===== src/rtl/cuenta_unos_param.sv =====
// Serial bit counter: captures a W-bit word on Start and counts its ones (Modo=0)
// or zeros (Modo=1) one bit per clock, then holds the result with Fin raised.
module cuenta_unos_param #(
  parameter int W  = 8,
  parameter int CW = $clog2(W + 1)
) (
  input  logic          clk,
  input  logic          reset,
  input  logic [W-1:0]  Q,
  input  logic          Start,
  input  logic          Modo,
  output logic [CW-1:0] Cuenta,
  output logic          Fin,
  output logic          Ocupado
);

  localparam int IW = (W > 1) ? $clog2(W) : 1;

  typedef enum logic [1:0] {REPOSO, CONTAR, FIN} estado_t;

  estado_t       estado, estado_nx;
  logic [W-1:0]  sr, sr_nx;
  logic          modo_r, modo_nx;
  logic [IW-1:0] idx, idx_nx;
  logic [CW-1:0] cuenta, cuenta_nx;
  logic          fin, fin_nx;
  logic          ocupado, ocupado_nx;

  always_comb begin
    estado_nx  = estado;
    sr_nx      = sr;
    modo_nx    = modo_r;
    idx_nx     = idx;
    cuenta_nx  = cuenta;
    fin_nx     = fin;
    ocupado_nx = ocupado;
    case (estado)
      REPOSO, FIN: begin
        // A restart from FIN is identical to a start from REPOSO.
        if (Start) begin
          sr_nx      = Q;
          modo_nx    = Modo;
          cuenta_nx  = '0;
          idx_nx     = '0;
          ocupado_nx = 1'b1;
          fin_nx     = 1'b0;
          estado_nx  = CONTAR;
        end
      end
      CONTAR: begin
        cuenta_nx = cuenta + {{(CW-1){1'b0}}, sr[0] ^ modo_r};
        sr_nx     = sr >> 1;
        idx_nx    = idx + IW'(1);
        if (idx == IW'(W - 1)) begin
          estado_nx  = FIN;
          ocupado_nx = 1'b0;
          fin_nx     = 1'b1;
        end
      end
      default: estado_nx = REPOSO;
    endcase
  end

  always_ff @(posedge clk) begin
    if (reset) begin
      estado  <= REPOSO;
      sr      <= '0;
      modo_r  <= 1'b0;
      idx     <= '0;
      cuenta  <= '0;
      fin     <= 1'b0;
      ocupado <= 1'b0;
    end else begin
      estado  <= estado_nx;
      sr      <= sr_nx;
      modo_r  <= modo_nx;
      idx     <= idx_nx;
      cuenta  <= cuenta_nx;
      fin     <= fin_nx;
      ocupado <= ocupado_nx;
    end
  end

  assign Cuenta  = cuenta;
  assign Fin     = fin;
  assign Ocupado = ocupado;

endmodule


===== config.mk =====
export PLATFORM = sky130hd
export DESIGN_NAME = cuenta_unos_param
export DESIGN_NICKNAME = d
export VERILOG_FILES = /design/src/rtl/cuenta_unos_param.sv
export SDC_FILE = /design/constraint.sdc
export NUM_CORES = 1
export LEC_CHECK = 0
export ABC_AREA = 1
export BUFFER_PORTS_ARGS = -buffer_cell sky130_fd_sc_hd__buf_2
export CAP_MARGIN = 25
export CELL_PAD_IN_SITES_DETAIL_PLACEMENT = 0
export CELL_PAD_IN_SITES_GLOBAL_PLACEMENT = 1
export CORE_ASPECT_RATIO = 0.6
export CORE_UTILIZATION = 38
export CTS_CLUSTER_DIAMETER = 100
export DETAILED_ROUTE_END_ITERATION = 12
export GPL_TIMING_DRIVEN = 0
export PLACE_DENSITY_LB_ADDON = 0.1
export SETUP_SLACK_MARGIN = 0.5
export SLEW_MARGIN = 20
export SYNTH_ARGS = -nofsm -noshare
export SYNTH_HDL_FRONTEND = slang
export SYNTH_SLANG_ARGS = --single-unit

===== constraint.sdc =====
create_clock -name clk -period 1.53 [get_ports clk]
set_input_delay 0 -clock clk [delete_from_list [all_inputs] [get_ports clk]]
set_output_delay 0 -clock clk [all_outputs]
set_load 0.005 [all_outputs]

==> results.toml, run 1 <==
[clock_network]
cts_buffers = 3
cts_tree = "done"
htreeDepth = 1
clock_path_buffers = 2
cts_sinks = 20
path_clk_slew_ns = 0.07
clk_latency_ns = 0.26
cts-root-buf = "clkbuf_8"

[finish]
drive_above_1_share_pct = 40.1
num-nets-final = 174
num_antenna_cells = 0
syn_to_final_growth_pct = 42.8
fillerInstances = 213
fin_area_um2 = 1390

[place]
placed_cell_area_um2 = 1100
dp_hpwl_mm = 1.57
port_buffers = 16
gp_congestion = 0.767

[critical_path]
reg2reg_depth = 5
timing.rr.start = "modo_r$_SDFFE_PP0P_"
cp.required_ns = 1.72
worst-path-max-fanout = 3
start_kind = "flip-flop"
crit_path_end_kind = "flip-flop"
r2r-end = "Cuenta[1]$_SDFFE_PP0P_"
r2r_slack_ns = 0.33
worstPathArrival_ns = 1.39
path_class = "reg2reg"

[grt]
grt_max_degree = 12
grt.overflow.total = 0
top_usage_layer = "met2"
globalRouteTotalUtil_pct = 19.7
use_met1_pct = 25.7
groute.layer.met2.usage_pct = 31.8
grt_first_pass_wirelength_mm = 3.80
antenna_found_initial = 0
gr-usage-met3_pct = 6.67
grt_pass1_vias = 823

[sta]
setup_tns_ns = 0
relSlewSlack_pct = 63.1
skew_ns = 0.00239
worst_pin_slew_ns = 0.553
setup_viol = 0
hold_viol_final = 0
max_freq_mhz = 836
report.final.slew_viol_count = 0
rsz0062_at_grt = "true"
finalCritPeriodShare_pct = 78.2
period_needed_ns = 1.20

[route]
dr.pass1.iters = 4
drc = 0
routedWlPerCell_um = 13.0
routed_wirelength_mm = 2.43
detail_route.vias_per_cell = 4.98
drt_iter0_drc = 29
vias = 931
drt.antenna.violating_nets = 0

[run_status]
outcome = "completed"

[floorplan]
rows = 13
initial_core_util_pct = 42.6
core_um2 = 2280
ioPinCount = 18
die_h_um = 41.1
dieArea_um2 = 2760
die_x_um = 67.2

[synth]
synthCells = 127
post-synth-top-count-cell = "nand3_1"
syn_area_um2 = 970
synthTopCellsByArea = "dfxtp_1, nand3_1, nand2_1"
synth_area_leader_cell = "dfxtp_1"
syn_nets = 143
avgSynthCellArea_um2 = 7.64
yosysUniqueCellTypes = 20
synth_edf_count = 0
synth-async-reset-ratio_pct = 0
yosysSeqAreaShare_pct = 41.3
synth.top_cell.area_share_pct = 41.3
ys_seq_elements = 20
yosysWarnings = 0
synth_common_cells = "nand3_1, nand2_1, dfxtp_1"
synth_flop_cell = "dfxtp_1"

[run]
maxCapViolCount = 0

[min_path]
hold_end = "sr[7]$_SDFFE_PP0P_"
hold_depth = 3
min_from = "Q[7]"
min_path_type = "in2reg"

[power_and_ir_drop]
internal_power_w = 0.000896
seqPwrFrac_pct = 46.4
p_clk_share_pct = 33.3
comb_power_share_pct = 20.2
p_sw_w = 0.000324
p_sw_share_pct = 26.5
powerDensity_nw_per_um2 = 881
p_leak_nw = 0.589
peakVddDrop_mv = 0.601
-- per-stage QoR --
stage	util [%]	hold WS (ns)	setup slack, ns	total power (W)	instances
floorplan	-	0.0617	0.413	0.000692	127
global placement	48.5	0.239	0.361	0.000739	173
detailed placement	48.5	0.246	0.354	0.000743	173
CTS	55.5	0.00252	0.353	0.00119	186
global route	60.8	0.0137	0.259	0.00128	187
finish	60.8	0.0161	0.334	0.00122	187
-- worst max path at each step --
stage                        startpoint                      to  slack (ns)  cells after the start
finish              modo_r$_SDFFE_PP0P_  Cuenta[1]$_SDFFE_PP0P_        0.33                      5
global route        modo_r$_SDFFE_PP0P_  Cuenta[3]$_SDFFE_PP0P_        0.26                      5
CTS                 modo_r$_SDFFE_PP0P_  Cuenta[1]$_SDFFE_PP0P_        0.35                      5
detailed placement  modo_r$_SDFFE_PP0P_  Cuenta[1]$_SDFFE_PP0P_        0.35                      5
global placement    modo_r$_SDFFE_PP0P_  Cuenta[1]$_SDFFE_PP0P_        0.36                      5
floorplan           modo_r$_SDFFE_PP0P_  Cuenta[1]$_SDFFE_PP0P_        0.41                      5
-- registers in the layout (all words and copies together), names as in the netlist --
name     count
sr           8
estado       2
modo_r       1
Fin          1
Ocupado      1
idx          3
Cuenta       4
-- what timing repair did --
| item | in CTS | in global routing |
|---|---|---|
| setup buffers | 7 | 0 |
| pin swaps | 7 | 16 |
| setup endpoints to repair | 20 | 18 |
| gates cloned | 0 | 1 |
| hold buffers | 2 | 0 |
| endpoints found under the hold margin | 5 | 0 |
| gates resized for setup | 10 | 20 |
-- area by class of cell --
cell class	instances	area, um^2	area share [%]
multi-input combinational	87	559	40.4
sequential	20	409	29.5
buffer	6	61.3	4.43
timing repair buffer	26	198	14.3
tap	30	37.5	2.71
clock buffer	4	55.1	3.97
inverter	14	65.1	4.70
-- power groups by stage --
| stage | clock (W) | combinational, W | sequential, W |
|---|---|---|---|
| after floorplan | 0 | 0.000119 | 0.000573 |
| after global placement | 0 | 0.000163 | 0.000575 |
| after detailed placement | 0 | 0.000167 | 0.000576 |
| after CTS | 0.000418 | 0.000206 | 0.000564 |
| after global routing | 0.000445 | 0.000271 | 0.000569 |
| final | 0.000407 | 0.000247 | 0.000566 |
-- logic make-up after synthesis --
group / Yosys count / share of synthesized area (%)
xor+xnor: 1 / 0.903
fa+ha+maj: 4 / 5.16
flops: 20 / 41.3
simple gates: 62 / 31.0
buf+inv: 20 / 11.1
compound gates: 20 / 10.6
-- cells in the final DEF, fill, tap and decap left out, drive strengths merged --
cell type / netlist / layout
inv: 14 / 13
buf: 5 / 28
nor2: 6 / 6
xor2: 1 / 1
clkbuf: 1 / 6
dfxtp: 20 / 20
nand3: 29 / 29
a21oi: 17 / 17
o21a: 1 / 1
nand2: 26 / 26
o21ai: 2 / 2
dlygate4sd3: 0 / 2
clkinv: 0 / 1
ha: 4 / 4
nand3b: 1 / 1
-- metal layers --
| layer | share of wire [%] | wire length, um |
|---|---|---|
| met1 | 51 | 1240 |
| met2 | 42 | 1020 |
| met3 | 6.5 | 157 |
| met4 | 0.58 | 14 |
| met5 | 0 | 0 |
-- worst max-delay path, stage by stage, from the launching register on --
cell and delay (ns):
dfxtp_2 0.35, xor2_2 0.17, ha_2 0.21, ha_4 0.26, nand2_1 0.04, a21oi_1 0.10
No activity file was read; power rests on OpenSTA's default activity.
==> run 2, diff against run 1 <==
- clock period: 1.53 -> 1.2 ns (I/O delays scaled with it)
==> results.toml, run 2 (synthesis results as in run 1) <==
[clock_network]
cts_tree = "done"
htreeDepth = 1
cts_buffers = 3
cts-root-buf = "clkbuf_8"
cts_hold_buf = 2
path_clk_slew_ns = 0.07
clk_latency_ns = 0.26
cts_sinks = 20
clock_path_buffers = 2

[route]
drt.antenna.violating_nets = 0
dr.pass1.iters = 4
drt_iter0_drc = 53
detail_route.vias_per_cell = 5.02
routedWlPerCell_um = 13.9
drc = 0
vias = 973
routed_wirelength_mm = 2.70

[power_and_ir_drop]
peakVddDrop_mv = 0.575
powerDensity_nw_per_um2 = 978
p_leak_nw = 0.681
power_w = 0.00161

[place]
gp_congestion = 0.710
port_buffers = 16
dpl.cell_count = 173
dp_hpwl_mm = 1.53
dpl_worst_slack_ns = 0.00118

[floorplan]
core_um2 = 2280
initial_core_util_pct = 42.6
rows = 13
ioPinCount = 18
die_x_um = 67.2
die_h_um = 41.1
dieArea_um2 = 2760

[grt]
antenna_found_initial = 0
grt.overflow.total = 0
globalRouteTotalUtil_pct = 22.3
grt_first_pass_wirelength_mm = 4.19
grt_max_degree = 11
grt_pass1_vias = 837

[finish]
regMostFlops = "sr"
num_antenna_cells = 0
largest_reg_flops = 8
final_cell_mix = "nand2_1, nand3_1, buf_2"
layout.cells.non_filler = 194
fin_util_pct = 72.4
drive_above_1_share_pct = 53.7
syn_to_final_growth_pct = 69.9
fillerInstances = 164
num-nets-final = 182

[sta]
rsz0062_at_grt = "true"
holdWs_ns = -0.0167
max_freq_mhz = 855
setup_tns_ns = 0
finalCritPeriodShare_pct = 97.5
report.final.slew_viol_count = 0
setup_viol = 0
worst_pin_slew_ns = 0.539
skew_ns = 0.00266
relSlewSlack_pct = 64.0
post-route-worst-setup-slack_ns = 0.0302
period_needed_ns = 1.17
hold_viol_final = 4

[run_status]
outcome = "complete, but fails checks"
violations = "hold timing"

[critical_path]
reg2reg_depth = 5
crit_family = "adder cells"
crit_path_end_kind = "flip-flop"
crit_chain = "xor2_2 -> ha_4 -> ha_4 -> nand2_2 -> a21oi_2"
cp.depth = 5
path_class = "reg2reg"
cpMostUsedCell = "ha_4"
cp_slowest_stage_delay_ns = 0.34
path_buf_inv = 0
start_kind = "flip-flop"
crit_slowest_cell = "dfxtp_2"
worst-path-max-fanout = 3
cp.required_ns = 1.40
worstPathArrival_ns = 1.37

[min_path]
hold_depth = 2
min_path_type = "in2reg"

[run]
maxCapViolCount = 0
-- run 2: path summary, 6_finish.rpt --
kind                      start                endpoint  slack [ns]
max          sr[0]$_SDFFE_PP0P_  Cuenta[1]$_SDFFE_PP0P_        0.03
min                       reset      sr[1]$_SDFFE_PP0P_       -0.02
max reg2reg  sr[0]$_SDFFE_PP0P_  Cuenta[1]$_SDFFE_PP0P_        0.03
min reg2reg    Fin$_SDFFE_PP0P_        Fin$_SDFFE_PP0P_        0.46
-- run 2: through the flow --
| stage | hold WS, ns | instance area [um^2] |
|---|---|---|
| after floorplan | 0.0617 | 1070 |
| after global placement | 0.231 | 1180 |
| after detailed placement | 0.232 | 1180 |
| after CTS | -0.0223 | 1550 |
| after global routing | -0.0150 | 1650 |
| final | -0.0167 | 1650 |
-- run 2: area by class of cell --
class / count / area (um^2) / share of cell area, %
Multi-Input combinational cell: 87 / 662 / 40.2
Tap cell: 30 / 37.5 / 2.28
Inverter: 14 / 70.1 / 4.25
Clock buffer: 3 / 41.3 / 2.51
Timing Repair Buffer: 34 / 342 / 20.7
Buffer: 6 / 73.8 / 4.48
Sequential cell: 20 / 422 / 25.6
-- run 2: worst register-to-register path, cell delays in order, from the launching register on --
cell and delay [ns]:
dfxtp_2 0.34, xor2_2 0.18, ha_4 0.19, ha_4 0.26
nand2_2 0.04, a21oi_2 0.10
-- run 2: layer usage --
layer	up-vias	wire length, um	global-route usage, %
met2	22	1240	35.0
met3	3	120	6.67
met4	0	16	3.19
li1	494	-	-
met1	454	1330	30.8
met5	-	0	0
-- run 2: power by group --
part | leakage (nW) | switching [W] | internal, W | total [W]
Combinational | 0.491 | 0.000208 | 0.000239 | 0.000447
Sequential | 0.169 | 0.0000292 | 0.000696 | 0.000726
Clock | 0.0216 | 0.000215 | 0.000224 | 0.000439
-- run 2: repair_timing --
action / in CTS / in global routing
buffers inserted: 11 / 2
resized for setup: 30 / 20
endpoints found under the hold margin: 6 / 4
pin swaps: 14 / 9
cloned: 3 / 0
endpoints found under the setup margin: 24 / 26
==> run 3, diff against run 2 <==
- CTS_CLUSTER_DIAMETER: 100 -> 150
- PLACE_DENSITY: default -> 0.8
- PLACE_DENSITY_LB_ADDON: 0.1 -> default
- REMOVE_ABC_BUFFERS: default -> 1
==> results.toml, run 3 (synthesis results as in run 1) <==
[sta]
period_needed_ns = 1.18
finalCritPeriodShare_pct = 98.1
setup_viol = 0
post-route-worst-setup-slack_ns = 0.0232
worst_pin_slew_ns = 0.459
relSlewSlack_pct = 69.4
max_freq_mhz = 850
skew_ns = 0.00518
rsz0062_at_grt = "true"
report.final.slew_viol_count = 0
hold_viol_final = 0
holdWs_ns = 0.0817

[run_status]
outcome = "completed"

[clock_network]
htreeDepth = 1
cts_tree = "done"
clock_path_buffers = 2
clk_latency_ns = 0.26
cts-root-buf = "clkbuf_8"
cts_buffers = 3
path_clk_slew_ns = 0.07
cts_sinks = 20

[critical_path]
worst-path-max-fanout = 3
worstPathArrival_ns = 1.36
crit_family = "adder cells"
reg2reg_depth = 5
crit_slowest_cell = "dfxtp_2"
timing.rr.start = "sr[0]$_SDFFE_PP0P_"
r2r-end = "Cuenta[1]$_SDFFE_PP0P_"
crit_path_end_kind = "flip-flop"
path_class = "reg2reg"
cp_slowest_stage_delay_ns = 0.32
r2r_slack_ns = 0.02
path_buf_inv = 0
cp.required_ns = 1.39
start_kind = "flip-flop"
crit_chain = "xor2_1 -> ha_2 -> ha_4 -> nand2_2 -> a21oi_1"

[run]
maxCapViolCount = 0

[floorplan]
die_h_um = 41.1
rows = 13
core_um2 = 2280
dieArea_um2 = 2760
die_x_um = 67.2
initial_core_util_pct = 42.6
ioPinCount = 18

[min_path]
hold_end = "sr[4]$_SDFFE_PP0P_"
min_from = "Q[4]"
min_path_type = "in2reg"
hold_depth = 5

[finish]
drive_above_1_share_pct = 51.0
syn_to_final_growth_pct = 52.1
layout.cells.non_filler = 185
final_cell_mix = "nand3_1, nand2_1, a21oi_1, buf_2, nand3_2"
final_common_cell = "nand3_1"
num_antenna_cells = 0
num-nets-final = 173
largest_reg_flops = 8
regMostFlops = "sr"

[place]
dpl.cell_count = 168
port_buffers = 17
dp_hpwl_mm = 1.36
dpl_worst_slack_ns = -0.146
gp_congestion = 0.692

[grt]
antenna_found_initial = 0
grt_pass1_vias = 847
grt_first_pass_wirelength_mm = 4.19
globalRouteTotalUtil_pct = 22.1
grt_max_degree = 16
grt.overflow.total = 0

[route]
drt.antenna.violating_nets = 0
routed_wirelength_mm = 2.68
detail_route.vias_per_cell = 5.13
dr.pass1.iters = 4
vias = 949
drc = 0
routedWlPerCell_um = 14.5
drt_iter0_drc = 51

[power_and_ir_drop]
peakVddDrop_mv = 0.710
powerDensity_nw_per_um2 = 1020
p_leak_nw = 0.600
run 3: layout make-up:
type / instances / area [um^2]
repair inverters: 1 / 8.76
inverters: 14 / 70.1
flip-flops and latches: 20 / 423
fillers: 189 / 802
multi-input cells: 92 / 687
repair buffers: 25 / 208
well taps: 30 / 37.5
clock buffers: 3 / 41.3
run 3: worst max-delay path by stage:
stage,slack [ns],start,cells after the start,endpoint
after floorplan,0.05,sr[0]$_SDFFE_PP0P_,5,Cuenta[1]$_SDFFE_PP0P_
after global placement,-0.12,estado[0]$_SDFFE_PP0P_,5,Ocupado$_SDFFE_PP0P_
after detailed placement,-0.15,estado[0]$_SDFFE_PP0P_,5,Ocupado$_SDFFE_PP0P_
after CTS,0.02,sr[0]$_SDFFE_PP0P_,5,Cuenta[1]$_SDFFE_PP0P_
after global routing,-0.05,modo_r$_SDFFE_PP0P_,6,Cuenta[2]$_SDFFE_PP0P_
final,0.02,sr[0]$_SDFFE_PP0P_,5,Cuenta[1]$_SDFFE_PP0P_
run 3: power by group:
part	internal, W	switching (W)	leakage, nW
registers	0.000698	0.0000356	0.170
logic	0.000151	0.000182	0.409
clock network	0.000224	0.000215	0.0216
run 3: worst register-to-register path, cell delays in order (launching register included):
cell	delay, ns
dfxtp_2	0.32
xor2_1	0.16
ha_2	0.20
ha_4	0.27
nand2_2	0.04
a21oi_1	0.11
run 3: layer usage:
layer | wire length [um] | vias to the layer above | global-route usage [%]
met4 | 23 | 0 | 6.91
met5 | 0 | - | 0
met2 | 1230 | 16 | 35.5
li1 | - | 484 | -
met1 | 1340 | 444 | 28.7
met3 | 93 | 5 | 6.94
run 3: timing repair:
action	in CTS	in global routing
gates cloned	6	0
endpoints found under the setup margin	24	26
pin swaps	17	12
hold buffers	2	0
buffers inserted	5	1
endpoints found under the hold margin	2	0
gates resized for setup	45	21
run 3: metrics by stage:
stage	util, %	cell area, um^2	power [W]	setup TNS (ns)
floorplan	-	920	0.000849	0
global placement	45.8	1040	0.000911	-1.04
detailed placement	45.8	1040	0.000915	-1.52
CTS	61.2	1390	0.00147	0
global route	64.8	1480	0.00158	-0.127
finish	64.8	1480	0.00150	0
